$ cat src/rtl/control_sequencer.sv
// Hardwired T0..T7 step sequencer for the Mini-SRC datapath: fetch, decode and
// execute, with a bounded memory handshake and sticky halt / memory-error freeze.
module control_sequencer #(
    parameter int MEM_TIMEOUT = 255
) (
    input  logic        clk,
    input  logic        in_clr_n,
    input  logic        in_run,
    input  logic [31:0] in_ir,
    input  logic        in_mem_ready,
    output logic        out_reg_clear,
    output logic [3:0]  out_regfile_location,
    output logic [3:0]  out_alu_opcode,
    output logic        out_mdr_select,
    output logic        out_inc_pc,
    output logic        out_BAout,
    output logic [8:0]  out_read_sel,
    output logic [9:0]  out_write_en,
    output logic        out_mem_read,
    output logic        out_mem_write,
    output logic [2:0]  out_step,
    output logic        out_halted,
    output logic        out_mem_err
);

    localparam int CW = (MEM_TIMEOUT > 1) ? $clog2(MEM_TIMEOUT + 1) : 1;
    localparam logic [CW-1:0] CNT_LAST = CW'((MEM_TIMEOUT > 0) ? MEM_TIMEOUT - 1 : 0);
    localparam bit TIMEOUT_EN = (MEM_TIMEOUT > 0);

    // Bus sources {c,inport,mdr,pc,zlo,zhi,lo,hi,regfile}
    localparam logic [8:0] RS_C   = 9'h100;
    localparam logic [8:0] RS_IN  = 9'h080;
    localparam logic [8:0] RS_MDR = 9'h040;
    localparam logic [8:0] RS_PC  = 9'h020;
    localparam logic [8:0] RS_ZLO = 9'h010;
    localparam logic [8:0] RS_ZHI = 9'h008;
    localparam logic [8:0] RS_LO  = 9'h004;
    localparam logic [8:0] RS_HI  = 9'h002;
    localparam logic [8:0] RS_RF  = 9'h001;

    // Register write enables {outport,mar,y,ir,mdr,pc,z,lo,hi,regfile}
    localparam logic [9:0] WE_OUT = 10'h200;
    localparam logic [9:0] WE_MAR = 10'h100;
    localparam logic [9:0] WE_Y   = 10'h080;
    localparam logic [9:0] WE_IR  = 10'h040;
    localparam logic [9:0] WE_MDR = 10'h020;
    localparam logic [9:0] WE_PC  = 10'h010;
    localparam logic [9:0] WE_Z   = 10'h008;
    localparam logic [9:0] WE_LO  = 10'h004;
    localparam logic [9:0] WE_HI  = 10'h002;
    localparam logic [9:0] WE_RF  = 10'h001;

    typedef enum logic [2:0] {
        T0 = 3'd0, T1 = 3'd1, T2 = 3'd2, T3 = 3'd3,
        T4 = 3'd4, T5 = 3'd5, T6 = 3'd6, T7 = 3'd7
    } step_t;

    typedef enum logic [3:0] {
        CL_NOP, CL_RTYPE, CL_IMM, CL_MULDIV, CL_UNARY, CL_LD, CL_LDI,
        CL_ST, CL_IN, CL_OUT, CL_MFHI, CL_MFLO, CL_JR, CL_HALT
    } class_t;

    step_t          r_step;
    step_t          w_next;
    logic           r_halted;
    logic           r_memErr;
    logic [CW-1:0]  r_waitCnt;

    logic [4:0]     w_op;
    logic [3:0]     w_ra;
    logic [3:0]     w_rb;
    logic [3:0]     w_rc;
    class_t         w_class;
    logic [3:0]     w_alu;
    logic           w_unusedIrBits;

    logic [3:0]     w_loc;
    logic [3:0]     w_aluOut;
    logic           w_mdrSel;
    logic           w_incPc;
    logic           w_baOut;
    logic [8:0]     w_readSel;
    logic [9:0]     w_writeEn;
    logic           w_memRead;
    logic           w_memWrite;
    logic           w_waitRead;
    logic           w_waitWrite;
    logic           w_setHalt;
    logic           w_setErr;
    logic           w_cntInc;
    logic           w_cntClr;

    assign w_op  = in_ir[31:27];
    assign w_ra  = in_ir[26:23];
    assign w_rb  = in_ir[22:19];
    assign w_rc  = in_ir[18:15];
    assign w_unusedIrBits = ^in_ir[14:0];

    // Opcode map: ld 0, ldi 1, st 2, add 3, sub 4, and 5, or 6, ror 7, rol 8, shr 9,
    // shl 10, addi 11, andi 12, ori 13, mul 14, div 15, neg 16, not 17, jr 19,
    // in 21, out 22, mfhi 23, mflo 24, nop 25, halt 26; everything else behaves as nop.
    always_comb begin
        w_class = CL_NOP;
        w_alu   = 4'd0;
        case (w_op)
            5'd0:  w_class = CL_LD;
            5'd1:  w_class = CL_LDI;
            5'd2:  w_class = CL_ST;
            5'd3:  begin w_class = CL_RTYPE;  w_alu = 4'd0;  end
            5'd4:  begin w_class = CL_RTYPE;  w_alu = 4'd1;  end
            5'd5:  begin w_class = CL_RTYPE;  w_alu = 4'd2;  end
            5'd6:  begin w_class = CL_RTYPE;  w_alu = 4'd3;  end
            5'd7:  begin w_class = CL_RTYPE;  w_alu = 4'd6;  end
            5'd8:  begin w_class = CL_RTYPE;  w_alu = 4'd7;  end
            5'd9:  begin w_class = CL_RTYPE;  w_alu = 4'd4;  end
            5'd10: begin w_class = CL_RTYPE;  w_alu = 4'd5;  end
            5'd11: begin w_class = CL_IMM;    w_alu = 4'd0;  end
            5'd12: begin w_class = CL_IMM;    w_alu = 4'd2;  end
            5'd13: begin w_class = CL_IMM;    w_alu = 4'd3;  end
            5'd14: begin w_class = CL_MULDIV; w_alu = 4'd8;  end
            5'd15: begin w_class = CL_MULDIV; w_alu = 4'd9;  end
            5'd16: begin w_class = CL_UNARY;  w_alu = 4'd10; end
            5'd17: begin w_class = CL_UNARY;  w_alu = 4'd11; end
            5'd19: w_class = CL_JR;
            5'd21: w_class = CL_IN;
            5'd22: w_class = CL_OUT;
            5'd23: w_class = CL_MFHI;
            5'd24: w_class = CL_MFLO;
            5'd26: w_class = CL_HALT;
            default: w_class = CL_NOP;
        endcase
    end

    // Next step and control word; a frozen sequencer (halt or memory error) drives nothing.
    always_comb begin
        w_next      = r_step;
        w_loc       = 4'd0;
        w_aluOut    = 4'd0;
        w_mdrSel    = 1'b0;
        w_incPc     = 1'b0;
        w_baOut     = 1'b0;
        w_readSel   = 9'd0;
        w_writeEn   = 10'd0;
        w_memRead   = 1'b0;
        w_memWrite  = 1'b0;
        w_waitRead  = 1'b0;
        w_waitWrite = 1'b0;
        w_setHalt   = 1'b0;
        w_setErr    = 1'b0;
        w_cntInc    = 1'b0;
        w_cntClr    = 1'b0;

        if (!(r_halted || r_memErr)) begin
            case (r_step)
                T0: begin
                    if (in_run) begin
                        w_readSel = RS_PC;
                        w_writeEn = WE_MAR | WE_PC;
                        w_incPc   = 1'b1;
                        w_next    = T1;
                    end
                end
                T1: begin
                    w_waitRead = 1'b1;
                    w_next     = T2;
                end
                T2: begin
                    w_readSel = RS_MDR;
                    w_writeEn = WE_IR;
                    w_next    = T3;
                end
                T3: begin
                    w_next = T4;
                    case (w_class)
                        CL_RTYPE, CL_IMM, CL_MULDIV: begin
                            w_loc = w_rb; w_readSel = RS_RF; w_writeEn = WE_Y;
                        end
                        CL_UNARY: begin
                            w_loc = w_rb; w_readSel = RS_RF; w_aluOut = w_alu; w_writeEn = WE_Z;
                        end
                        CL_LD, CL_LDI, CL_ST: begin
                            w_loc = w_rb; w_baOut = 1'b1; w_writeEn = WE_Y;
                        end
                        CL_IN: begin
                            w_loc = w_ra; w_readSel = RS_IN; w_writeEn = WE_RF; w_next = T0;
                        end
                        CL_OUT: begin
                            w_loc = w_ra; w_readSel = RS_RF; w_writeEn = WE_OUT; w_next = T0;
                        end
                        CL_MFHI: begin
                            w_loc = w_ra; w_readSel = RS_HI; w_writeEn = WE_RF; w_next = T0;
                        end
                        CL_MFLO: begin
                            w_loc = w_ra; w_readSel = RS_LO; w_writeEn = WE_RF; w_next = T0;
                        end
                        CL_JR: begin
                            w_loc = w_ra; w_readSel = RS_RF; w_writeEn = WE_PC; w_next = T0;
                        end
                        CL_HALT: begin
                            w_setHalt = 1'b1; w_next = T3;
                        end
                        default: w_next = T0;
                    endcase
                end
                T4: begin
                    w_next = T5;
                    case (w_class)
                        CL_RTYPE, CL_MULDIV: begin
                            w_loc = w_rc; w_readSel = RS_RF; w_aluOut = w_alu; w_writeEn = WE_Z;
                        end
                        CL_IMM, CL_LD, CL_LDI, CL_ST: begin
                            w_readSel = RS_C; w_aluOut = w_alu; w_writeEn = WE_Z;
                        end
                        CL_UNARY: begin
                            w_loc = w_ra; w_readSel = RS_ZLO; w_writeEn = WE_RF; w_next = T0;
                        end
                        default: w_next = T0;
                    endcase
                end
                T5: begin
                    w_next = T0;
                    case (w_class)
                        CL_RTYPE, CL_IMM, CL_LDI: begin
                            w_loc = w_ra; w_readSel = RS_ZLO; w_writeEn = WE_RF;
                        end
                        CL_MULDIV: begin
                            w_readSel = RS_ZLO; w_writeEn = WE_LO; w_next = T6;
                        end
                        CL_LD, CL_ST: begin
                            w_readSel = RS_ZLO; w_writeEn = WE_MAR; w_next = T6;
                        end
                        default: w_next = T0;
                    endcase
                end
                T6: begin
                    w_next = T0;
                    case (w_class)
                        CL_MULDIV: begin
                            w_readSel = RS_ZHI; w_writeEn = WE_HI;
                        end
                        CL_LD: begin
                            w_waitRead = 1'b1; w_next = T7;
                        end
                        CL_ST: begin
                            w_loc = w_ra; w_readSel = RS_RF; w_writeEn = WE_MDR; w_next = T7;
                        end
                        default: w_next = T0;
                    endcase
                end
                T7: begin
                    w_next = T0;
                    case (w_class)
                        CL_LD: begin
                            w_loc = w_ra; w_readSel = RS_MDR; w_writeEn = WE_RF;
                        end
                        CL_ST: w_waitWrite = 1'b1;
                        default: w_next = T0;
                    endcase
                end
                default: w_next = T0;
            endcase

            // Shared handshake: hold the request and the step until memory answers.
            if (w_waitRead || w_waitWrite) begin
                w_memRead  = w_waitRead;
                w_memWrite = w_waitWrite;
                w_mdrSel   = w_waitRead;
                if (in_mem_ready) begin
                    w_cntClr = 1'b1;
                    if (w_waitRead) begin
                        w_writeEn = WE_MDR;
                    end
                end else begin
                    w_next = r_step;
                    if (TIMEOUT_EN && (r_waitCnt == CNT_LAST)) begin
                        w_setErr = 1'b1;
                    end else begin
                        w_cntInc = 1'b1;
                    end
                end
            end
        end
    end

    always_ff @(posedge clk) begin
        if (!in_clr_n) begin
            r_step    <= T0;
            r_halted  <= 1'b0;
            r_memErr  <= 1'b0;
            r_waitCnt <= '0;
        end else begin
            r_step <= w_next;
            if (w_setHalt) begin
                r_halted <= 1'b1;
            end
            if (w_setErr) begin
                r_memErr <= 1'b1;
            end
            if (w_cntClr) begin
                r_waitCnt <= '0;
            end else if (w_cntInc) begin
                r_waitCnt <= r_waitCnt + CW'(1);
            end
        end
    end

    // Reset is visible combinationally so the datapath clears in the same cycle.
    always_comb begin
        out_reg_clear        = ~in_clr_n;
        out_regfile_location = in_clr_n ? w_loc      : 4'd0;
        out_alu_opcode       = in_clr_n ? w_aluOut   : 4'd0;
        out_mdr_select       = in_clr_n & w_mdrSel;
        out_inc_pc           = in_clr_n & w_incPc;
        out_BAout            = in_clr_n & w_baOut;
        out_read_sel         = in_clr_n ? w_readSel  : 9'd0;
        out_write_en         = in_clr_n ? w_writeEn  : 10'd0;
        out_mem_read         = in_clr_n & w_memRead;
        out_mem_write        = in_clr_n & w_memWrite;
        out_step             = in_clr_n ? r_step     : 3'd0;
        out_halted           = in_clr_n & r_halted;
        out_mem_err          = in_clr_n & r_memErr;
    end

endmodule
$ cat config.mk
export PLATFORM = sky130hd
export DESIGN_NAME = control_sequencer
export DESIGN_NICKNAME = d
export VERILOG_FILES = /design/src/rtl/control_sequencer.sv
export SDC_FILE = /design/constraint.sdc
export NUM_CORES = 1
export LEC_CHECK = 0
export ABC_AREA = 1
export CAP_MARGIN = 20
export CELL_PAD_IN_SITES_DETAIL_PLACEMENT = 1
export CELL_PAD_IN_SITES_GLOBAL_PLACEMENT = 2
export CORE_UTILIZATION = 21
export CTS_CLUSTER_SIZE = 24
export DETAILED_ROUTE_END_ITERATION = 7
export PLACE_DENSITY_LB_ADDON = 0.1
export SYNTH_ARGS = -nofsm -noshare
export SYNTH_HDL_FRONTEND = slang
export SYNTH_SLANG_ARGS = --single-unit
$ cat constraint.sdc
create_clock -name clk -period 2.6 [get_ports clk]
set_input_delay 0.52 -clock clk [delete_from_list [all_inputs] [get_ports clk]]
set_output_delay 0.52 -clock clk [all_outputs]
set_load 0.01 [all_outputs]
# --- After elaboration in Yosys (flattened, before gate mapping) ---
# Cells that the tools add are included.
totals:
  register_bits: 13
classes:
  bitwise: 8
  n_mux: 75
  n_reduce_logical: 23
  eq_ne: 45
  add_sub_neg: 1
op_table:
  columns: ["cell", "n"]
  rows:
  - ["$pmux W10 S7", 1]
  - ["$pmux W9 S7", 1]
  - ["$pmux W9 S3", 2]
  - ["$pmux W4 S13", 1]
  - ["$mux W10", 5]
  - ["$pmux W10 S5", 1]
  - ["$pmux W4 S11", 1]
  - ["$eq A5 B4 Y1 const B", 8]
  - ["$eq A5 B5 Y1 const B", 8]
  - ["$pmux W4 S2", 5]
  - ["$mux W4", 9]
  - ["$pmux W8 S4", 1]
  - ["$mux W1", 30]
  - ["$mux W9", 3]
  - ["$eq A4 B4 Y1 const B", 6]
  - ["$pmux W3 S8", 1]
  - ["$mux W3", 7]
  - ["$eq A5 B3 Y1 const B", 4]
  - ["$pmux W4 S5", 1]
  - ["$eq A4 B3 Y1 const B", 4]
  - ["$reduce_or A3 Y1", 5]
  - ["$reduce_or A2 Y1", 7]
  - ["$eq A3 B3 Y1 const B", 4]
  - ["$pmux W6 S2", 1]
  - ["25 further kinds", 36]

# --- Logic depth before layout (Yosys ltp) ---
logic_depth:
  word_depth: 12
  ltp_mapped: 13

# --- Least setup slack after synthesis ---
# OpenSTA, ideal clock, no wires.
synth_timing:
  kind: "input-to-output"
  start: "input in_clr_n"
  end: "output out_write_en[4]"
  t_arrival_ps: 1743
  setup_slack_ps: 337
  stages: 8
  required_ps: 2080
  path_cell_list: "buf_2 -> inv_1 -> nor2_1 -> inv_1 -> buf_2 -> nor3_1 -> inv_1 -> o21ai_0"
synth_between:
  elab_chain_cells: 1
synth_lines:
  columns: ["element", "line_no", "source"]
  rows:
  - ["start, declared", "7", "input logic in_clr_n,"]
  - ["$mux W10", "316", "out_write_en = in_clr_n ? w_writeEn : 10'd0;"]
  - ["end, declared", "18", "output logic [9:0] out_write_en,"]
# No other way between the ends.

# --- Worst setup path in the final report ---
layout_timing:
  start: "input in_ir[30]"
  end: "output out_regfile_location[2]"
layout_between:
  elab_chain_cells: 9
  elab_cells_between_ends: 53
layout_lines:
  columns: ["element", "line_no", "source"]
  rows:
  - ["start, declared", "9", "input logic [31:0] in_ir,"]
  - ["$eq A5 B4 Y1 (tied with other cells)", "105", "case (w_op)"]
  - ["$reduce_or A8 Y1 (no source line) (tied with other cells)", null, null]
  - ["$pmux W4 S13 (*)", "105", null]
  - ["$eq A4 B3 Y1 (tied with other cells)", "174, 237", null]
  - ["$reduce_or A7 Y1 (no source line) (tied with other cells)", null, null]
  - ["$pmux W4 S2 (tied with other cells)", "174", "case (w_class)"]
  - ["$pmux W4 S5 (*)", "154", "case (r_step)"]
  - ["$mux W4 (*)", "153", "if (!(r_halted || r_memErr)) begin"]
  - ["$mux W4 (*)", "310", "out_regfile_location = in_clr_n ? w_loc : 4'd0;"]
  - ["end, declared", "12", "output logic [3:0] out_regfile_location,"]
# Every way passes the cells marked *; elsewhere a longest branch is shown, timed or not.

==> metrics <==
Avg Synthesized Cell Area=5.49 µm²; number of nets still failing antenna checks after routing=0; achievable frequency=395 MHz; final instance area=3050 µm²; overall die area=8360 µm²; DIE HEIGHT=91.4 µm; Row Count=32; clock-pin transition on the worst setup and hold timing paths=0.06 ns; total placed cells including tap cells=517; Synth warnings=0; Num Clock Sinks=13; post-synthesis sequential area ratio=approximately 15%; final cycle utilization of the critical path=97.3%; maxcap violations=0; worst reg2reg setup slack=~0.89 ns; Synth Net Count=344; Post-DP HPWL=roughly 6000 µm; IO Pins=74; final core occ=between 30% and 40%; starting density of the core=approximately 22%; IO Port Bufs=58; Max-Slew Margin vs Limit=70.8%; count of final max-slew check failures=0; required time of the worst setup path=2.08 ns; ratio of total power to cell area=294 nW/µm²; Core Box Area=7730 µm²; maximum fanout count along the critical path=6; routability congestion estimate from global placement=0.780; Post-Syn Area=1680 µm²; post-detailed-route wirelength per cell=roughly 13 µm; number of cells in the finished layout apart from fillers=530; clock insertion delay at the later pin of the skew report=roughly 0.25 ns; worst hold path startpoint=r_waitCnt[4]; final worst hold slack=0.503 ns; NumNets Final=around 470; clock tree from TritonCTS=built; cell count of the worst hold path=2; final hold vios=0; Post-CTS Hold Buffers=0; depth of the most critical reg-to-reg path=7; Area Growth Syn to Fin=81.6%; worst-case clock skew=~0.0058 ns; unrepaired setup endpoints after global routing=yes; commonest non-fill, non-tap cell in the layout=sky130_fd_sc_hd__nand2_1; count of H-tree levels built during CTS=1; total number of vias=2389; worst reg2reg path endpoint=r_waitCnt[1]; vias in the first global route=roughly 2500; sort of element at the end of the critical path=primary output; horizontal die dimension=91.4 µm; total global routing track utilization=between 10% and 20%; worst min-delay path class=register to register; largest net degree at the start of global routing=12; slew of the pin with the lowest slew margin=between 0.4 and 0.5 ns; Crit Path Class=primary input to primary output; launch point of the worst reg-to-reg path=r_waitCnt[0]; element type at the critical path start=primary input; #FFs+latches synth=13; outcome=finished clean; count of antenna diodes in the layout=0; count of distinct cell types in the synthesized netlist=38; number of cells produced by synthesis=306; number of design-rule violations left by the first detailed-router iteration=34; DRC errors left=0; IR Drop Worst-Case VDD=0.127 mV; global-route wire length before repair=12000 µm; number of buffers added by the clock tree synthesis step=3; initial antenna violation count=0; first-pass iteration count of the detailed router=4; cell chosen for the clock root=sky130_fd_sc_hd__clkbuf_8; maximum number of buffers from clock root to sink=2; total length of routed wires=~7000 µm; Worst Hold End=r_waitCnt[4]; FILL cells=1028; residual overflow from global routing=0; standard cell area after detailed placement=2810 µm²; crit path DAT=2.01 ns; Min Clock Period, post-route=approximately 2.5 ns; final setup violating endpoints=0; commonest non-fill, non-tap cells in the layout=sky130_fd_sc_hd__nand2_1 (67), sky130_fd_sc_hd__buf_4 (64), sky130_fd_sc_hd__nor2_1 (35), sky130_fd_sc_hd__inv_1 (34), sky130_fd_sc_hd__nand3_1 (27); Vias per Instance=~4.5; proportion of layout cells with a drive suffix above 1=35.5%; leakage power summed over all cells=0.00147 µW; Worst Setup SP=in_ir[30]
worst max-delay path, cell delays in order:
cell and delay [ns]:
sky130_fd_sc_hd__buf_6 0.12, sky130_fd_sc_hd__inv_4 0.05, sky130_fd_sc_hd__nor2_4 0.18, sky130_fd_sc_hd__nand2_2 0.10
sky130_fd_sc_hd__nor2_4 0.14, sky130_fd_sc_hd__nor2_4 0.07, sky130_fd_sc_hd__buf_6 0.11, sky130_fd_sc_hd__nand3_1 0.05
sky130_fd_sc_hd__nand2_1 0.06, sky130_fd_sc_hd__inv_2 0.10, sky130_fd_sc_hd__nand2_1 0.05, sky130_fd_sc_hd__nand2_1 0.06
sky130_fd_sc_hd__inv_1 0.03, sky130_fd_sc_hd__a21oi_1 0.11, sky130_fd_sc_hd__clkdlybuf4s15_2 0.24
cells by family after synthesis:
kind of cell	synth area share (%)
AO/OA/AOI/OAI	12.7
AND/OR/NAND/NOR	53.5
flip-flops	15.5
adder cells (fa/ha/maj)	1.49
buffers and inverters	13.6
XOR/XNOR	3.13
routing by layer:
layer,part of all wire [%],track usage [%],wire (µm)
met4,0.29,1.59,21
met2,48,31.0,3440
met3,3.0,3.10,212
met5,0,0,0
met1,48,23.5,3460
synth_stat cells (all sizes together):
cell type	instances	area, µm²
nand3	34	193
nand4	9	56.3
o31ai	3	22.5
ha	2	25.0
nor3	15	86.3
inv	46	175
a21oi	23	123
nor3b	1	7.51
nand2	79	309
o211ai	1	7.51
xnor2	1	8.76
a211oi	1	7.51
clkbuf	1	3.75
nor2	52	220
nand3b	1	7.51
o41ai	1	8.76
o21ai	7	38.8
dfxtp	13	260
and2	1	6.26
buf	7	50.1
xor2	5	43.8
a31oi	1	6.26
or2	2	12.5
timing repair:
item,4_1_cts,5_1_grt
setup buffers,7,1
pin swaps,9,9
resized for setup,106,32
setup endpoints to repair,32,26
gates cloned,1,0
registers in the layout, indices dropped and copies added, names as in the netlist:
name       cells
r_halted       1
r_memErr       1
r_step         3
r_waitCnt      8
report_power, final:
part	leakage, µW	switching, µW	internal (µW)
Clock	0.0000255	82.3	106
Combinational	0.00134	265	210
Sequential	0.000106	21.8	212
per-stage QoR:
step / total power [µW] / TNS, ns / worst slack, ns
after global routing: 970 / -0.477 / -0.107
after floorplan: 460 / 0 / 0.337
after detailed placement: 684 / -19.84 / -0.845
after global placement: 675 / -18.83 / -0.829
after CTS: 898 / -0.00273 / -0.00273
final: 897 / 0 / 0.0710
layout make-up:
type	instances	area [µm²]	area share [%]
multi-input combinational	239	1360	44.5
timing repair buffer	125	1060	34.9
sequential	13	263	8.62
inverter	46	183	5.99
tap	102	128	4.19
clock buffer	3	41.3	1.35
timing repair inverter	1	7.51	0.246
clock inverter	1	5.00	0.164
how the worst max path moves through the flow:
| stage | end |
|---|---|
| 5_1_grt | out_regfile_location[3] |
| 4_1_cts | out_read_sel[6] |
| 2_1_floorplan | out_write_en[4] |
| 3_3_place_gp | out_mem_write |
| 3_5_place_dp | out_mem_write |
| 6_report | out_regfile_location[2] |
Power figures use the tool's default switching activity.
